### src/rtl/tick_counter_3b.sv
// rtl/tick_counter_3b.sv - prescaled 3-bit up/down digit counter with run/pause control
// Feeds the seven-segment decoder's data_i; tick/wrap strobe with each counted value.
module tick_counter_3b #(
  parameter int DIV_RATIO = 4,
  parameter int MAX_VAL   = 7
) (
  input  logic       clk_i,
  input  logic       rst_i,
  input  logic       start_i,
  input  logic       stop_i,
  input  logic       clear_i,
  input  logic       load_i,
  input  logic [2:0] load_val_i,
  input  logic       up_i,
  output logic [2:0] data_o,
  output logic       tick_o,
  output logic       wrap_o,
  output logic       running_o
);

  localparam int              DW       = $clog2(DIV_RATIO);
  localparam logic [DW-1:0]   DIV_LAST = DW'(DIV_RATIO - 1);
  localparam logic [2:0]      MAX_V    = 3'(MAX_VAL);

  typedef enum logic [1:0] {
    IDLE  = 2'd0,
    RUN   = 2'd1,
    PAUSE = 2'd2
  } state_t;

  state_t        state, state_n;
  logic [DW-1:0] div_cnt, div_n;
  logic [2:0]    data_n;
  logic          tick_n, wrap_n;
  logic [2:0]    step_val;
  logic          step_wrap;
  logic [2:0]    load_clamped;

  // Value and wrap flag the counter would take on a tick edge
  always_comb begin
    step_val  = data_o;
    step_wrap = 1'b0;
    if (up_i) begin
      if (data_o >= MAX_V) begin
        step_val  = 3'd0;
        step_wrap = 1'b1;
      end else begin
        step_val = data_o + 3'd1;
      end
    end else begin
      if (data_o == 3'd0 || data_o > MAX_V) begin
        step_val  = MAX_V;
        step_wrap = 1'b1;
      end else begin
        step_val = data_o - 3'd1;
      end
    end
  end

  assign load_clamped = (load_val_i > MAX_V) ? MAX_V : load_val_i;

  // Control priority: clear > load > stop > start > count
  always_comb begin
    state_n = state;
    div_n   = div_cnt;
    data_n  = data_o;
    tick_n  = 1'b0;
    wrap_n  = 1'b0;
    if (clear_i) begin
      state_n = IDLE;
      div_n   = '0;
      data_n  = 3'd0;
    end else if (load_i) begin
      div_n  = '0;
      data_n = load_clamped;
    end else if (stop_i) begin
      if (state == RUN) begin
        state_n = PAUSE;
      end
    end else if (start_i && state != RUN) begin
      state_n = RUN;
    end else if (state == RUN) begin
      if (div_cnt == DIV_LAST) begin
        div_n  = '0;
        data_n = step_val;
        tick_n = 1'b1;
        wrap_n = step_wrap;
      end else begin
        div_n = div_cnt + 1'b1;
      end
    end
  end

  always_ff @(posedge clk_i or posedge rst_i) begin
    if (rst_i) begin
      state     <= IDLE;
      div_cnt   <= '0;
      data_o    <= 3'd0;
      tick_o    <= 1'b0;
      wrap_o    <= 1'b0;
      running_o <= 1'b0;
    end else begin
      state     <= state_n;
      div_cnt   <= div_n;
      data_o    <= data_n;
      tick_o    <= tick_n;
      wrap_o    <= wrap_n;
      running_o <= (state_n == RUN);
    end
  end

endmodule

### config.mk
export PLATFORM = sky130hd
export DESIGN_NAME = tick_counter_3b
export DESIGN_NICKNAME = d
export VERILOG_FILES = /design/src/rtl/tick_counter_3b.sv
export SDC_FILE = /design/constraint.sdc
export NUM_CORES = 1
export LEC_CHECK = 0
export ABC_AREA = 1
export BUFFER_PORTS_ARGS = -buffer_cell sky130_fd_sc_hd__buf_2
export CAP_MARGIN = 25
export CORE_MARGIN = 2
export CORE_UTILIZATION = 40
export DETAILED_ROUTE_END_ITERATION = 8
export GPL_TIMING_DRIVEN = 1
export PLACE_DENSITY = 0.68
export SLEW_MARGIN = 20
export SYNTH_ARGS = -nofsm -noshare
export SYNTH_HDL_FRONTEND = slang
export SYNTH_SLANG_ARGS = --single-unit
### constraint.sdc
create_clock -name clk_i -period 3.2 [get_ports clk_i]
set_clock_uncertainty 0.2 [all_clocks]
set_input_delay 0.32 -clock clk_i [delete_from_list [all_inputs] [get_ports clk_i]]
set_output_delay 0.32 -clock clk_i [all_outputs]
set_load 0.05 [all_outputs]
== Yosys cells after proc, flatten, opt, wreduce, memory -nomap -nowiden ==
Cells that the tools add are included.
Word-level totals
  output and inout port bits: 6
  word-level logic and storage cells: 61
  bits in registers: 10
Cells by class
  reduce and logical (&&, ||, !) cells: 7
  eq/ne operators: 6
  add/sub/neg operators: 3
  magnitude comparators: 3
  muxes and demuxes: 36
Operator list (count)
  $mux 3: 10
  $mux 2: 11
  $mux 1: 15
  $gt 3x3->1 const B: 2
  $reduce_bool 3->1: 2
  $eq 2x1->1 const B: 2
  $reduce_and 4->1: 1
  $add 3x1->3 const B: 1
  $ge 3x3->1 const B: 1
  $logic_not 3->1: 1
  $ne 3x1->1 const B: 1
  $ne 3x3->1 const B: 1
  $reduce_and 3->1: 1
  $sub 3x1->3 const B: 1
  $add 2x1->2 const B: 1
  $eq 2x2->1 const B: 1
  $ne 2x1->1 const B: 1
  $logic_and 1x1->1: 1
  $logic_or 1x1->1: 1

== Logic depth before layout (Yosys ltp) ==
Gate-level depths: netlist (run 1).
  depth in word-level cells: 10
  mapped depth: 10

== Worst setup path before layout (run 1) ==
No wires, ideal clock.
  kind: reg-to-reg
  from: register data_o[0]
  to: register data_o[2]
  data required time: 2.933 ns
  library setup time: 0.067 ns
  path slack: 1.359 ns
  cell stages (with the launch flop): 10
  arrival time: 1.574 ns
  cell sequence: dfrtp_1 > ha_1 > ha_1 > inv_1 > nand4_1 > nand3_1 > nand2_1 > nand2_1 > nand2_1 > nand2_1
Between the ends
  cells in the longest elaborated chain, start to end: 10
RTL lines
  start: declaration: RTL line 15  | output logic [2:0] data_o,
  start signal: assignment: RTL line 105  | data_o <= data_n;
  $gt 3x3->1 or $logic_not 3->1 (tied branches): RTL line 51  | if (data_o == 3'd0 || data_o > MAX_V) begin
  $logic_or 1x1->1: RTL line 51
  $mux 3: RTL line 51
  $mux 3 *: RTL line 43  | if (up_i) begin
  $mux 3 *: RTL line 83  | if (div_cnt == DIV_LAST) begin
  $mux 3 *: RTL line 82  | end else if (state == RUN) begin
  $mux 3 *: RTL line 80  | end else if (start_i && state != RUN) begin
  $mux 3 *: RTL line 76  | end else if (stop_i) begin
  $mux 3 *: RTL line 73  | end else if (load_i) begin
  $mux 3 *: RTL line 69  | if (clear_i) begin
Mark *: on every way between the ends. The rest lies on a longest branch, timed or not. The select of a mux whose other input is x is not followed.
A chain may end at the register's enable or synchronous reset.

== Final worst setup path (run 1) ==
  from: register data_o[1]
  to: register data_o[1]
Same word-level chain as after synthesis.

==> metrics.yaml, run 1 <==
status:
  run_status: "finished, final reports clean"
clock_network:
  cts_tree: "done"
  cts.sinks: 10
  clk_pin_slew_ns: 0.06
  cts_max_level: 1
  cts_root_buf: "clkbuf_4"
  clock_path_buffers: 2
  post_cts_buffers: 0
  cts-buffers-inserted: 3
  clk_latency_ns: 0.26
route:
  vias: 641
  wl_per_cell_um: 10.55
  ant_nets: 0
  drt_iter0_markers: 3
  vias_per_cell: 4.931
  routed_wl_um: 1372
  firstDrtPassIters: 4
  route.detailed.drc: 0
synth:
  synth_area_leader_cell: "dfrtp_1"
  yosysTopAreaCellShare: 0.3683
  syn_avg_cell_area_um2: 7.152
  synth_area_leaders: "dfrtp_1, nand2_1, ha_1"
  syn-num-nets: 110
  synth-seq-area-share: 0.3683
  synthAdderAreaFrac: 0.09208
  ys_types: 16
  syn_area_um2: 679.4
  synth_compound_area_frac: 0.06630
  synth-simple-area-share: 0.3849
  synth_cells: 95
  ys_ff_latch: 10
  yosys_warnings: 0
  synth.mux.area_fraction: 0
  synth_xor_xnor_area_share: 0
  synth_top_family_by_area: "simple AND/OR/NAND/NOR gates"
worst_setup_path:
  rr_endpoint: "data_o[1]"
  end_kind: "register"
  cp_cell_sequence: "ha_1 > ha_1 > inv_1 > nand4_1 > nand3_1 > nand2_1 > nand2_1 > nand2_1 > nand2_1"
  crit_top_cell: "nand2_1"
  arrival_ns: 1.70
  slowest_stage: "dfrtp_1"
  timing.rr.start: "data_o[1]"
  crit_start: "data_o[1]"
  crit_required_ns: 3.20
  worstSetupStartpointType: "register"
  r2r_setup_slack_ns: 1.50
  rr_worst_depth: 9
  max_stage_delay_ns: 0.45
  cp_max_fo: 6
  critical_path_class: "register to register"
hold_path:
  hp-class: "primary input to register"
  worstHoldEndpoint: "tick_o"
  min_from: "clear_i"
  holdPathStages: 4
job:
  maxCapViolCount: 0
grt:
  grt_busiest_layer: "met2"
  grt_max_degree: 11
  grt_usage: 0.1597
  grt_util_met2: 0.2400
  antenna_found_initial: 0
  met3_usage: 0.03600
  grt_overflow: 0
  grt_util_met1: 0.2015
  grt_pass1_wl_um: 2339
  first_global_vias: 591
power:
  powerDensity_nw_per_um2: 411.2
  internal-power_mw: 0.2117
  clock_power_share: 0.249
  leakage_nw: 0.4615
  power_frac_seq: 0.436
  vdd_drop_max_uv: 210.4
  p_comb_frac: 0.315
  switching_share: 0.3622
  p_sw_mw: 0.1202
layout:
  diodes: 0
  drive_gt1_frac: 0.2544
  area_growth_pct: 18.78
  stdcell_count: 130
  final_common_cell: "nand2_1"
  mostFrequentLayoutCells: "nand2_1, buf_2, nor2_1, nand3_1, inv_1"
  nets: 131
  fillCellCount: 168
floorplan:
  rows: 14
  die_w_um: 45.21
  ios: 16
  core_area_um2: 1541
  start_util: 0.4407
  die-area_um2: 2044
  dieHeight_um: 45.21
sta:
  rsz0062_at_grt: "false"
  finalHoldViolations: 0
  period_share: 0.5316
  maxSlewViolCount: 0
  period_needed_ns: 1.701
  tns_ns: 0
  worstMarginPinSlew_ns: 0.3749
  fmax_ghz: 0.5879
  relSlewSlack: 0.7498
  setup-violations-final: 0
placement:
  port_buffers: 15
  hpwl_um: 1132
  place_congestion: 0.8085
  placed_cells: 126
[critical path, delay by kind of cell (launching register included)]
family,cells,cell delay (ns)
DFF,1,0.45
and+or+nand+nor,6,0.45
buffers and inverters,1,0.11
adders and majority gates,2,0.43
[Yosys cell counts]
library cell and number:
inv_2 5, dfrtp_1 10, nand4_1 1, nor3_2 1, nor2_1 12, nor2_4 1
o21ai_1 1, a21oi_4 1, ha_1 5, nand3_2 2, o21ai_0 2, a21oi_1 1
inv_1 11, nand2_1 29, nand3_1 12, a21oi_2 1
[per-layer routing]
metal	vias up	part of all wire
li1	341	-
met1	282	0.45
met2	16	0.48
met3	2	0.054
met4	0	0.0066
met5	-	0
[final cells by class]
type,instances,area (um2),share of cell area
Clock buffer,3,22.52,0.02791
Inverter,16,60.06,0.07442
Multi-Input combinational cell,69,369.1,0.4574
Sequential cell,10,250.2,0.3101
Tap cell,16,20.02,0.02481
Timing Repair Buffer,16,85.08,0.1054
[stage by stage]
step,power (mW),area [um2],hold WS (ns),util,setup slack [ns]
detailed placement,0.2513,774.5,0.1092,0.5024,1.516
global placement,0.2500,774.5,0.1162,0.5024,1.567
CTS,0.3353,807.0,0.1521,0.5235,1.501
finish,0.3318,807.0,0.1593,0.5235,1.499
floorplan,0.2237,679.4,-0.03982,-,1.359
global route,0.3570,807.0,0.1600,0.5235,1.359
[how the worst max path moves through the flow]
stage	slack [ns]	to	cells after the start
finish	1.50	data_o[1]	9
global route	1.36	data_o[1]	9
CTS	1.50	data_o[1]	9
detailed placement	1.52	data_o[1]	9
global placement	1.57	data_o[2]	9
floorplan	1.36	data_o[2]	9
[logic make-up (layout without fill, tap and decap cells)]
kind of cell	after synthesis	in the layout
buf+inv	16	35
simple gates	58	58
flops	10	10
compound gates	6	6
fa+ha+maj	5	5
[repair_timing]
action / CTS / global route
resized for setup: 0 / 0
endpoints found under the hold margin: 10 / 0
hold buffers: 1 / 0
[power groups by stage]
stage | Clock (mW) | Combinational [mW] | Sequential, mW
final | 0.0825 | 0.105 | 0.145
after global routing | 0.0935 | 0.117 | 0.146
after CTS | 0.0849 | 0.106 | 0.145
after detailed placement | 0 | 0.104 | 0.147
after global placement | 0 | 0.104 | 0.146
after floorplan | 0 | 0.0584 | 0.165
[state kept, by name (all words and copies together) (netlist names)]
register	flops
data_o	3
running_o	1
state	2
wrap_o	1
tick_o	1
div_cnt	2
(Power assumes the default switching activity.)
==> run 2, diff against run 1 <==
==> constraint.sdc (replaced) <==
create_clock -name clk_i -period 1.65 [get_ports clk_i]
set_clock_uncertainty 0.2 [all_clocks]
set_input_delay 0.165 -clock clk_i [delete_from_list [all_inputs] [get_ports clk_i]]
set_output_delay 0.165 -clock clk_i [all_outputs]
set_load 0.05 [all_outputs]
==> run 2 against run 1 <==
- global-route usage fell by 0.73 points
- worst setup slack worse by 1.4 ns
- die area is the same
- register-to-register slack worse by 1.4 ns
- via count grew 1.7%
- utilization is 4.4 points higher
- critical path depth stayed put
==> metrics.yaml, run 2 (same netlist as run 1, synthesis figures left out) <==
power:
  clock_power_share: 0.248  # about the same
  power_frac_seq: 0.407  # -0.029
  switching_share: 0.3605  # -0.001693
  leakage_nw: 0.4762  # +3.2%
  vdd_drop_max_uv: 553.7  # +160%
  p_comb_frac: 0.345  # +0.030
  internal-power_mw: 0.4423  # +110%
  total_power_mw: 0.6916  # +110%
  powerDensity_nw_per_um2: 790.7  # +92%
  p_sw_mw: 0.2493  # +110%
clock_network:
  cts_tree: "done"
  clk_latency_ns: 0.26  # about the same
  cts_max_level: 1  # unchanged
  clock_path_buffers: 2  # unchanged
  clk_pin_slew_ns: 0.06  # about the same
  cts-buffers-inserted: 3  # unchanged
  cts.sinks: 10  # unchanged
  cts_root_buf: "clkbuf_4"
layout:
  largest_register_ffs: 3  # unchanged
  drive_gt1_frac: 0.3277  # +0.07335
  reg.largest.list: "data_o x3, div_cnt x2, state x2"
  final_common_cell: "nand2_1"
  nets: 135  # +3.1%
  fin_area_um2: 874.6  # +8.4%
  diodes: 0  # unchanged
  fillCellCount: 146  # -13%
  seq_area_um2: 254.0  # +1.5%
  mostFrequentLayoutCells: "nand2_1, buf_2, nor2_1, nand3_1, inv_1"
  area_growth_pct: 28.73
  top_register: "data_o"
  multi_input_area_um2: 394.1  # +6.8%
  utilization: 0.5674  # +0.04383
grt:
  grt_pass1_wl_um: 2214  # -5.3%
  antenna_found_initial: 0  # unchanged
  grt_max_degree: 11  # unchanged
  grt_usage: 0.1524  # -0.007290
  first_global_vias: 543  # -8.1%
  grt_overflow: 0  # unchanged
sta:
  worstMarginPinSlew_ns: 0.3782  # +0.003311 ns
  maxSlewViolCount: 0  # unchanged
  relSlewSlack: 0.7476  # -0.002209
  rsz0062_at_grt: "true"
  tns_ns: 0  # unchanged
  fmax_ghz: 0.6376  # +8.5%
  finalHoldViolations: 0  # unchanged
  setup-violations-final: 0  # unchanged
  period_needed_ns: 1.568  # -0.1326 ns
  period_share: 0.9506  # +0.4190
route:
  vias_per_cell: 4.830  # -2.1%
  route.detailed.drc: 0  # unchanged
  routed_wl_um: 1386  # +1.0%
  wl_per_cell_um: 10.27  # -2.7%
  drt_iter0_markers: 17  # +14
  firstDrtPassIters: 4  # unchanged
  ant_nets: 0  # unchanged
  vias: 652  # +1.7%
placement:
  port_buffers: 15  # unchanged
  place_congestion: 0.8877  # +9.8%
  dpl-instance-area_um2: 798.3  # +3.1%
  hpwl_um: 1105  # -2.4%
floorplan:
  dieHeight_um: 45.21  # unchanged
  ios: 16  # unchanged
  rows: 14  # unchanged
  die_w_um: 45.21  # unchanged
  start_util: 0.4407  # unchanged
  die-area_um2: 2044  # unchanged
  core_area_um2: 1541  # unchanged
worst_setup_path:
  r2r_setup_slack_ns: 0.08  # -1.42 ns
  crit_start: "data_o[0]"
  timing.rr.start: "data_o[0]"
  worstSetupStartpointType: "register"
  rr_worst_depth: 9  # unchanged
  end_kind: "register"
  max_stage_delay_ns: 0.46  # about the same
  cp_cell_sequence: "ha_4 > ha_4 > inv_4 > nand4_1 > nand3_1 > nand2_1 > nand2_1 > nand2_1 > nand2_1"
  crit_top_cell: "nand2_1"
  critical_path_class: "register to register"
  rr_endpoint: "data_o[2]"
  crit_required_ns: 1.65  # -1.55 ns
  cp-endpoint: "data_o[2]"
  arrival_ns: 1.57  # -0.13 ns
  cp_max_fo: 6  # unchanged
  slowest_stage: "dfrtp_2"
job:
  maxCapViolCount: 0  # unchanged
hold_path:
  hp-class: "primary input to register"
status:
  run_status: "finished, final reports clean"
## run 2: cell count changes in the layout (fill, tap and decap cells not counted), sizes merged
| cell | before | now |
|---|---|---|
| clkbuf | 3 | 4 |
| dlygate4sd3 | 1 | 2 |
| buf | 15 | 18 |
## run 2: area by class of cell
class                           instances  area share
Clock buffer                            4     0.03004
Inverter                               16     0.07153
Multi-Input combinational cell         69      0.4506
Sequential cell                        10      0.2904
Tap cell                               16     0.02289
Timing Repair Buffer                   20      0.1345
## run 2: repair_timing
item | 4_1_cts | 5_1_grt
gates resized for setup | 0 | 3
endpoints found under the setup margin | 0 | 3
hold endpoints to repair | 11 | 0
buffers inserted | 0 | 2
hold buffers | 2 | 0
## run 2: through the flow
stage	hold WS, ns	worst slack (ns)	instances
after CTS	0.009718	0.04667	133
after detailed placement	-0.04161	0.06299	127
final	0.01238	0.08159	135
after global placement	-0.04086	0.08502	127
after floorplan	-0.1950	0.001551	95
after global routing	0.02806	-0.02261	135
## run 2: power groups by stage
stage | sequential, mW | clock [mW] | combinational (mW)
floorplan | 0.327 | 0 | 0.114
detailed placement | 0.285 | 0 | 0.216
global route | 0.283 | 0.193 | 0.262
finish | 0.282 | 0.172 | 0.238
CTS | 0.280 | 0.177 | 0.221
global placement | 0.283 | 0 | 0.219
## run 2: how the worst min path moves through the flow
stage | end | slack, ns | start | depth (start not counted)
after floorplan | div_cnt[0] | -0.20 | rst_i | 1
after global placement | div_cnt[0] | -0.04 | rst_i | 2
after detailed placement | div_cnt[0] | -0.04 | rst_i | 2
after CTS | state[1] | 0.01 | stop_i | 3
after global routing | state[1] | 0.03 | stop_i | 3
final | wrap_o | 0.01 | start_i | 4
## run 2: layer usage
metal | GRT usage | wire, um | vias to the layer above
li1 | - | - | 347
met3 | 0.07200 | 95 | 0
met4 | 0.01765 | 0 | 0
met2 | 0.2286 | 608 | 17
met5 | 0 | 0 | -
met1 | 0.2065 | 682 | 288
## run 2: worst max-delay path, delay by kind of cell, from the launching register on
kind	cells	cell delay (ns)
and+or+nand+nor	6	0.43
DFF	1	0.46
buffers and inverters	1	0.06
adders and majority gates	2	0.36
==> run 3, diff against run 2 <==
--- a/config.mk
+++ b/config.mk
@@ -12,7 +12,8 @@
 export CORE_UTILIZATION = 40
 export DETAILED_ROUTE_END_ITERATION = 8
 export GPL_TIMING_DRIVEN = 1
-export PLACE_DENSITY = 0.68
+export PLACE_DENSITY = 0.73
+export RECOVER_POWER = 100
 export SLEW_MARGIN = 20
 export SYNTH_ARGS = -nofsm -noshare
 export SYNTH_HDL_FRONTEND = slang
==> run 3 against run 2 <==
- count of clock-buffer cells in the layout unchanged
- die area stayed put
- combinational power is essentially flat
- first-iteration DRC count fell by 65%
- cell area increased by 1.6%
- non-clock buffer count grew 2
- sequential share of layout area down 0.45 points
- register-to-register slack barely moved
- flip-flop and latch count unchanged
- critical path depth is 1 higher
==> metrics.yaml, run 3 (same netlist as run 1, synthesis figures left out) <==
status:
  run_status: "finished, final reports clean"
sta:
  fmax_ghz: 0.6362  # -0.22%
  relSlewSlack: 0.6059  # -0.1417
  period_needed_ns: 1.572  # +0.003464 ns
  setup-violations-final: 0  # unchanged
  worstMarginPinSlew_ns: 0.5937  # +0.2155 ns
  worst_slack_ns: 0.07813  # -0.003464 ns
  maxSlewViolCount: 0  # unchanged
  rsz0062_at_grt: "true"
  period_share: 0.9527  # +0.002099
  finalHoldViolations: 0  # unchanged
grt:
  grt_overflow: 0  # unchanged
  antenna_found_initial: 0  # unchanged
  grt_pass1_wl_um: 2263  # +2.2%
  grt_usage: 0.1584  # +0.005931
  grt_max_degree: 11  # unchanged
  first_global_vias: 541  # -0.37%
clock_network:
  cts_root_buf: "clkbuf_4"
  cts_tree: "done"
  clk_pin_slew_ns: 0.07  # about the same
  cts_max_level: 1  # unchanged
  cts.sinks: 10  # unchanged
  cts-buffers-inserted: 3  # unchanged
  clock_path_buffers: 2  # unchanged
  clk_latency_ns: 0.27  # about the same
power:
  internal-power_mw: 0.4820  # +9.0%
  power_frac_seq: 0.380  # -0.027
  leakage_nw: 0.4739  # -0.48%
  powerDensity_nw_per_um2: 833.3  # +5.4%
  clock_power_share: 0.301  # +0.053
  total_power_mw: 0.7402  # +7.0%
  p_comb_frac: 0.320  # -0.025
  vdd_drop_max_uv: 632.7  # +14%
  p_sw_mw: 0.2583  # +3.6%
  switching_share: 0.3489  # -0.01157
layout:
  diodes: 0  # unchanged
  nets: 137  # +1.5%
  top_register: "data_o"
  fillCellCount: 147  # +0.68%
  reg.largest.list: "data_o x3, div_cnt x2, state x2"
  area_growth_pct: 30.75
  largest_register_ffs: 3  # unchanged
  final_common_cell: "nand2_1"
  multi_input_area_um2: 390.4  # -0.95%
  seq_area_um2: 254.0  # unchanged
  mostFrequentLayoutCells: "nand2_1, nor2_1, nand3_1"
  drive_gt1_frac: 0.2975  # -0.03021
worst_setup_path:
  crit_top_cell: "nand2_1"
  end_kind: "register"
  crit_cells: 10  # +1
  slowest_stage: "dfrtp_2"
  cp_num_buf_inv: 2  # +1
  cp_cell_sequence: "ha_4 > ha_4 > inv_2 > buf_4 > nand3_1 > nand2_1 > nand2_1 > nand2_1 > nand2_1 > nand2_1"
  crit_family: "flip-flops"
  arrival_ns: 1.58  # about the same
  rr_worst_depth: 10  # +1
  crit_required_ns: 1.66  # about the same
  cp_max_fo: 6  # unchanged
  critical_path_class: "register to register"
  worstSetupStartpointType: "register"
  max_stage_delay_ns: 0.46  # about the same
route:
  vias: 679  # +4.1%
  firstDrtPassIters: 4  # unchanged
  wl_per_cell_um: 11.12  # +8.3%
  drt_iter0_markers: 6  # -11
  route.detailed.drc: 0  # unchanged
  routed_wl_um: 1523  # +9.9%
  ant_nets: 0  # unchanged
  vias_per_cell: 4.956  # +2.6%
hold_path:
  hp-class: "primary input to register"
  holdPathStages: 3  # -1
floorplan:
  die-area_um2: 2044  # unchanged
  ios: 16  # unchanged
  die_w_um: 45.21  # unchanged
  rows: 14  # unchanged
  core_area_um2: 1541  # unchanged
  dieHeight_um: 45.21  # unchanged
  start_util: 0.4407  # unchanged
placement:
  port_buffers: 15  # unchanged
  place_congestion: 0.8179  # -7.9%
  place_worst_setup_slack_ns: 0.06247  # -0.0005156 ns
  hpwl_um: 1150  # +4.1%
job:
  maxCapViolCount: 0  # unchanged
==> run 3: path summary, 6_finish.rpt <==
| check | start | to | slack [ns] |
|---|---|---|---|
| min reg2reg | div_cnt[1] | div_cnt[1] | 0.33 |
| min in group asynchronous | rst_i | wrap_o | 0.21 |
| max reg2reg | data_o[0] | data_o[2] | 0.08 |
| max | data_o[0] | data_o[2] | 0.08 |
| min | stop_i | state[1] | 0.03 |
| max in group asynchronous | rst_i | data_o[1] | 0.74 |
==> run 3: power groups by stage <==
stage / registers (mW) / clock network (mW) / logic (mW)
after CTS: 0.279 / 0.231 / 0.221
after detailed placement: 0.284 / 0 / 0.217
after floorplan: 0.327 / 0 / 0.114
final: 0.281 / 0.223 / 0.237
after global routing: 0.283 / 0.242 / 0.263
after global placement: 0.282 / 0 / 0.214
==> run 3: per-layer routing <==
| metal | routed length [um] | GRT usage |
|---|---|---|
| met5 | 0 | 0 |
| met4 | 0 | 0.05294 |
| met3 | 98 | 0.06800 |
| met1 | 673 | 0.1845 |
| met2 | 752 | 0.2600 |
==> run 3: tightest hold or removal path: stages <==
cell and delay [ns]:
buf_2 0.12, nand3_1 0.08, a21oi_1 0.09
==> run 3: area by class of cell <==
type,count,share of cell area
clock buffer,4,0.04085
inverter,16,0.06761
timing repair buffer,22,0.1437
sequential,10,0.2859
multi-input combinational,69,0.4394
tap,16,0.02254
==> run 3: stage by stage <==
stage | util | area [um2] | instances | TNS, ns | hold slack, ns
2_1_floorplan | - | 695.7 | 95 | 0 | -0.1950
3_3_place_gp | 0.5179 | 798.3 | 127 | 0 | -0.03824
3_5_place_dp | 0.5179 | 798.3 | 127 | 0 | -0.03134
4_1_cts | 0.5544 | 854.6 | 133 | 0 | 0.01383
5_1_grt | 0.5763 | 888.4 | 137 | -0.03375 | 0.03435
6_report | 0.5763 | 888.4 | 137 | 0 | 0.02685
==> run 3: timing repair <==
item | 4_1_cts | 5_1_grt
resized for setup | 0 | 2
hold buffers | 2 | 0
setup endpoints to repair | 0 | 3
buffers inserted | 0 | 4
hold endpoints to repair | 11 | 0
